<file path="src/rtl/vx_cmt_csr_ctrl.sv">
// vx_cmt_csr_ctrl: commit-lane reduction and 64-bit instret counter (CMT_FPU_SRC_EN adds FPU lane 5)
module vx_cmt_csr_ctrl #(
  parameter int NUM_THREADS = 4,
`ifdef CMT_FPU_SRC_EN
  parameter int NUM_SRCS    = 6,
`else
  parameter int NUM_SRCS    = 5,
`endif
  parameter int SIZE_W      = $clog2(NUM_SRCS*NUM_THREADS+1)
) (
  input  logic                            clk,
  input  logic                            reset_n,
  input  logic [NUM_SRCS-1:0]             src_valid,
  input  logic [NUM_SRCS*NUM_THREADS-1:0] src_tmask,
  input  logic                            inhibit_ir,
  input  logic                            csr_wr_valid,
  input  logic                            csr_wr_hi,
  input  logic [31:0]                     csr_wr_data,
  output logic                            cmt_valid,
  output logic [SIZE_W-1:0]               commit_size,
  output logic [63:0]                     instret
);
  logic [SIZE_W-1:0] sum;
  logic [63:0]       base;
  logic [63:0]       delta;
  always_comb begin
    sum = '0;
    for (int i = 0; i < NUM_SRCS; i++)
      for (int j = 0; j < NUM_THREADS; j++)
        sum = sum + SIZE_W'(src_valid[i] & src_tmask[i*NUM_THREADS+j]);
  end
  // the write replaces one half without carry; the commit delta is then added across all 64 bits
  assign base  = csr_wr_valid ? (csr_wr_hi ? {csr_wr_data, instret[31:0]} : {instret[63:32], csr_wr_data}) : instret;
  assign delta = (cmt_valid && !inhibit_ir) ? 64'(commit_size) : '0;
  always_ff @(posedge clk or negedge reset_n) begin
    if (!reset_n) begin
      cmt_valid   <= 1'b0;
      commit_size <= '0;
      instret     <= '0;
    end else begin
      cmt_valid   <= |src_valid;
      commit_size <= sum;
      instret     <= base + delta;
    end
  end
endmodule

</file>
<file path="config.mk">
export PLATFORM = sky130hd
export DESIGN_NAME = vx_cmt_csr_ctrl
export DESIGN_NICKNAME = d
export VERILOG_FILES = /design/src/rtl/vx_cmt_csr_ctrl.sv
export SDC_FILE = /design/constraint.sdc
export NUM_CORES = 1
export LEC_CHECK = 0
export CAP_MARGIN = 15
export CORE_ASPECT_RATIO = 1.5
export CORE_MARGIN = 1
export CORE_UTILIZATION = 50
export DETAILED_ROUTE_END_ITERATION = 7
export DONT_BUFFER_PORTS = 1
export RECOVER_POWER = 25
export SYNTH_ARGS = -nofsm -noshare
export SYNTH_HDL_FRONTEND = slang
export SYNTH_SLANG_ARGS = --single-unit
</file>
<file path="constraint.sdc">
create_clock -name clk -period 4.16 [get_ports clk]
set_input_delay 0.832 -clock clk [delete_from_list [all_inputs] [get_ports clk]]
set_output_delay 0.832 -clock clk [all_outputs]
set_load 0.03 [all_outputs]
</file>
Yosys cells after proc, flatten, opt, wreduce, memory -nomap -nowiden --
Index checks and enable logic that the tools add are counted.
Operators by class: reduce and logical (&&, ||, !) cells 3, bitwise gates (word level) 20, $add $sub $neg 20, muxes and demuxes 3
Operators by type and width (count):
- $mux W64 | 2
- $add A5 B1 Y5 | 15
- $add A64 B5 Y64 | 1
- $and A1 B1 Y1 | 20
- $add A4 B1 Y5 | 1
- $mux W5 | 1
- $reduce_or A5 Y1 | 1
- $add A3 B1 Y4 | 1
- $add A2 B1 Y3 | 1
- $add A1 B1 Y2 | 1
- $logic_and A1 B1 Y1 | 1
- $logic_not A1 Y1 | 1
Storage, ports and cells: register bits after elaboration 70, word-level logic and storage cells 49, output and inout bits 70, input port bits 62

Longest topological paths before layout --
word-level depth 20, mapped depth 17, mapped depth without buffers 14

Worst setup path before layout --
No wires, ideal clock.
kind input-to-reg, from in src_tmask[5], to reg commit_size[4], setup slack -0.357 ns, arrival time 4.439 ns, library setup time 0.078 ns, stages 14, data required time 4.082 ns, buffers on the path 0, cell sequence and2_1 -> fa_1 -> inv_1 -> fa_1 -> fa_1 -> fa_1 -> inv_1 -> fa_1 -> ha_1 -> inv_1 -> fa_1 -> inv_1 -> a21oi_1 -> o21bai_1
Between the ends: word-level cells in the longest chain between the ends 16
Ends and longest elaborated chain:
- from (decl) | line 14 | input logic [NUM_SRCS*NUM_THREADS-1:0] src_tmask,
- $and A1 B1 Y1 | line 30 | sum = sum + SIZE_W'(src_valid[i] & src_tmask[i*NUM_THREADS+j]);
- $add A5 B1 Y5 (15 in series) | line 30
- via sum[4] | line 23 | logic [SIZE_W-1:0] sum;
- to (signal assigned) | line 42 | commit_size <= sum;
- to (decl) | line 20 | output logic [SIZE_W-1:0] commit_size,
The timed path passes the listed nets, and every way through them passes these cells.

Worst setup path after layout --
from in src_valid[2], to reg commit_size[4]
Between the ends: word-level cells in the longest chain between the ends 13, elaborated cells on any way between the ends 16, those cells by class add/sub (12); bitwise (4)
Ends and longest elaborated chain:
- from (decl) | line 13 | input logic [NUM_SRCS-1:0] src_valid,
- $and A1 B1 Y1 | line 30
- $add A5 B1 Y5 (3 in series) | line 30
- $add A5 B1 Y5 * (9 in series) | line 30
- via sum[4] | line 23
The timed path passes the listed nets; every way through them passes the cells marked *.

==> results.sh <==
export IMPL_outcome="complete, no violations"
export IMPL_leakagePower_uw=0.00238
export IMPL_synth_seq_cells=70
export IMPL_relSlewSlack_pct=48.5
export IMPL_drive_gt1_share_pct=11.4
export IMPL_die_h_microns=127
export IMPL_core_sq_mm=0.0101
export IMPL_timing_rr_start="cmt_valid"
export IMPL_max_freq_mhz=246
export IMPL_drc_errors=0
export IMPL_ys_types=48
export IMPL_hold_viol=0
export IMPL_clk_path_buf_depth=2
export IMPL_yosys_area_share_simple_pct=23.5
export IMPL_cts_tree="built"
export IMPL_multi_input_area_sq_mm=0.00329
export IMPL_finalMaxSlewViolations=0
export IMPL_post_synth_top_area_fraction_pct=33.5
export IMPL_vdd_drop_max_v=0.000289
export IMPL_fin_crit_sh_pct=97.7
export IMPL_num_antenna_cells=0
export IMPL_rsz0062_at_grt="true"
export IMPL_place_ws_ns=-0.250
export IMPL_syn_num_nets=633
export IMPL_critPathMaxFanout=5
export IMPL_grt_pass1_vias=4358
export IMPL_netlist_instances=544
export IMPL_synth_most_common_cell="nand2_1"
export IMPL_crit_type="input pin to flop"
export IMPL_synth_adder_area_share_pct=8.62
export IMPL_antenna_left=0
export IMPL_synth_area_sq_mm=0.00523
export IMPL_htreeDepth=3
export IMPL_grt_pass1_wl_mm=22.1
export IMPL_fin_worst_skew_ns=0.0127
export IMPL_fp_row_count=45
export IMPL_fin_tns_setup_ns=0
export IMPL_cp_slowest_cell="fa_1"
export IMPL_regArea_sq_mm=0.00175
export IMPL_clk_insertion_delay_late_ns=0.34
export IMPL_drv_cap=0
export IMPL_cts_root_buf="clkbuf_16"
export IMPL_cts_sinks=70
export IMPL_finalPower_uw=2750
export IMPL_yosysWarnings=0
export IMPL_fp_dieArea_sq_mm=0.0109
export IMPL_num_vias=4091
export IMPL_finalHoldWorstSlack_ns=0.182
export IMPL_cpPeakStageDelay_ns=0.56
export IMPL_crit_required_ns=4.42
export IMPL_powerDensity_mw_per_mm2=487
export IMPL_nNetsFinal=638
export IMPL_syn_avg_cell_area_sq_um=9.61
export IMPL_cpMostUsedCell="fa_1"
export IMPL_fillCellCount=942
export IMPL_viasPerCell=6.11
export IMPL_synth_common_cells="nand2_1 (88), dfrtp_1 (70), mux2i_1 (63)"
export IMPL_synthTopCellsByArea="dfrtp_1 (34%), mux2i_1 (12%), xor2_1 (6.9%)"
export IMPL_dpl_hpwl_mm=10.3
export IMPL_synth_compound_area_share_pct=4.64
export IMPL_antenna_found_initial=0
export IMPL_finalSetupViolCount=0
export IMPL_final_util_pct=55.7
export IMPL_grt_max_degree=71
export IMPL_wire_per_inst_microns=20.2
export IMPL_finalWorstSetupSlack_ns=0.0972
export IMPL_muxShareOfSynthArea_pct=15.1
export IMPL_crit_arrival_ns=4.33
export IMPL_yosysTopAreaCell="dfrtp_1"
export IMPL_postCtsHoldBufs=0
export IMPL_grt_use_total_pct=26.2
export IMPL_fin_crit_ns=4.06
export IMPL_finalWirelength_mm=13.5
export IMPL_drt_iter0_drc=244
export IMPL_io_buffers=0
export IMPL_crit_start="src_valid[2]"
export IMPL_synth_xor_area_share_pct=10.7
export IMPL_start_kind="input pin"
export IMPL_ys_flop_type="dfrtp_1"
export IMPL_synthArstFlopShare_pct=100
export IMPL_cts_buffers=9
export IMPL_path_cells="and2_4, fa_1, inv_2, fa_1, fa_1, fa_1, inv_1, fa_1, ha_2, inv_2, fa_2, inv_2, a21oi_2, o21bai_1"
export IMPL_ys_seq_area_share_pct=33.5
export IMPL_critPathCaptureType="flop"
export IMPL_worstMarginPinSlew_ns=0.771
export IMPL_io_pins=132
export IMPL_synth_top_family_by_area="simple AND/OR/NAND/NOR gates"
export IMPL_cts_clk_slew_worst_paths_ns=0.06
export IMPL_die_w_microns=85.5
export IMPL_place_congestion=0.826
export IMPL_synth_enable_flop_cells=0
export IMPL_syn_to_final_growth_pct=7.97
export IMPL_start_util_pct=51.6
export IMPL_grt_overflow=0
export IMPL_drt_first_pass_iters=4
export IMPL_hold_path_class="input pin to async pin"
-- worst max-delay path, delay by kind of cell --
| family | cells | cell delay (ns) |
|---|---|---|
| compound gates | 2 | 0.16 |
| simple gates | 1 | 0.14 |
| buf+inv | 4 | 0.20 |
| fa+ha+maj | 7 | 3.01 |
-- final cells by class --
cell class / count / area share (%)
multi-input cells: 435 / 58.4
clock inverters: 4 / 0.399
flip-flops and latches: 70 / 31.0
inverters: 19 / 1.26
well taps: 117 / 2.59
repair buffers: 14 / 1.86
clock buffers: 11 / 4.48
-- registers in the layout, indices dropped and copies added, names as in the netlist --
name	flops
cmt_valid	1
commit_size	5
instret	64
-- per-layer routing --
metal / GRT usage, % / share of wire, % / up-vias
li1: - / - / 1917
met1: 30.4 / 39 / 2028
met2: 46.4 / 52 / 130
met3: 7.36 / 7.0 / 16
met4: 8.53 / 1.7 / 0
met5: 0 / 0 / -
-- cell families after synthesis --
logic type,Yosys count
xor+xnor,64
flops,70
compound gates,37
simple gates,231
fa+ha+maj,27
mux,76
buf+inv,39
-- through the flow --
step / std cells / instance area [sq um]
2_1_floorplan: 544 / 5240
3_3_place_gp: 655 / 5360
3_5_place_dp: 655 / 5360
4_1_cts: 670 / 5640
5_1_grt: 670 / 5640
6_report: 670 / 5640
-- layout by cell type, fill, tap and decap left out, types with 2 or more instances in the layout --
cell	Yosys	routed
clkbuf_8	0	2
nor2b_1	4	4
dfrtp_1	70	70
and2_1	13	11
ha_1	12	11
nor4_4	3	3
a21oi_2	0	2
xor2_1	41	41
clkinv_2	0	3
a31oi_1	6	6
nand4_1	33	33
clkbuf_16	0	9
nand3_2	2	2
mux2_2	11	11
nor3b_1	3	3
nand3b_1	2	2
and4b_1	3	3
mux2i_1	63	63
nor2_1	21	21
nand2b_1	3	3
and3_1	8	8
nand3_1	20	20
a21oi_1	5	3
nand2_1	88	88
nand4b_1	4	4
fa_1	15	14
o21ai_0	11	11
inv_2	0	3
o211ai_1	3	3
o21ai_1	2	2
xnor2_1	23	23
nor4_1	7	6
inv_1	19	16
or2_2	2	2
a21o_1	2	2
nor3_1	12	12
buf_4	2	14
-- report_power, final --
part           switching (uW)  total (uW)  internal (uW)
Combinational             407         766            359
Sequential                435        1260            824
Clock                     292         721            429
-- what timing repair did --
action,CTS,global route
endpoints found under the setup margin,0,2
gates resized for setup,0,4
setup buffers,0,0
hold endpoints to repair,0,0
-- path summary, 6_finish.rpt --
check | endpoint | slack (ns) | depth (start not counted)
min in group clk | cmt_valid | 0.64 | 2
max in group asynchronous | instret[32] | 3.85 | 0
worst max-delay path | commit_size[4] | 0.1 | 14
worst min-delay path | instret[25] | 0.18 | 0
worst min register to register | instret[63] | 0.82 | 2
worst max register to register | instret[62] | 0.81 | 12
No activity file was read; power rests on OpenSTA's default activity.
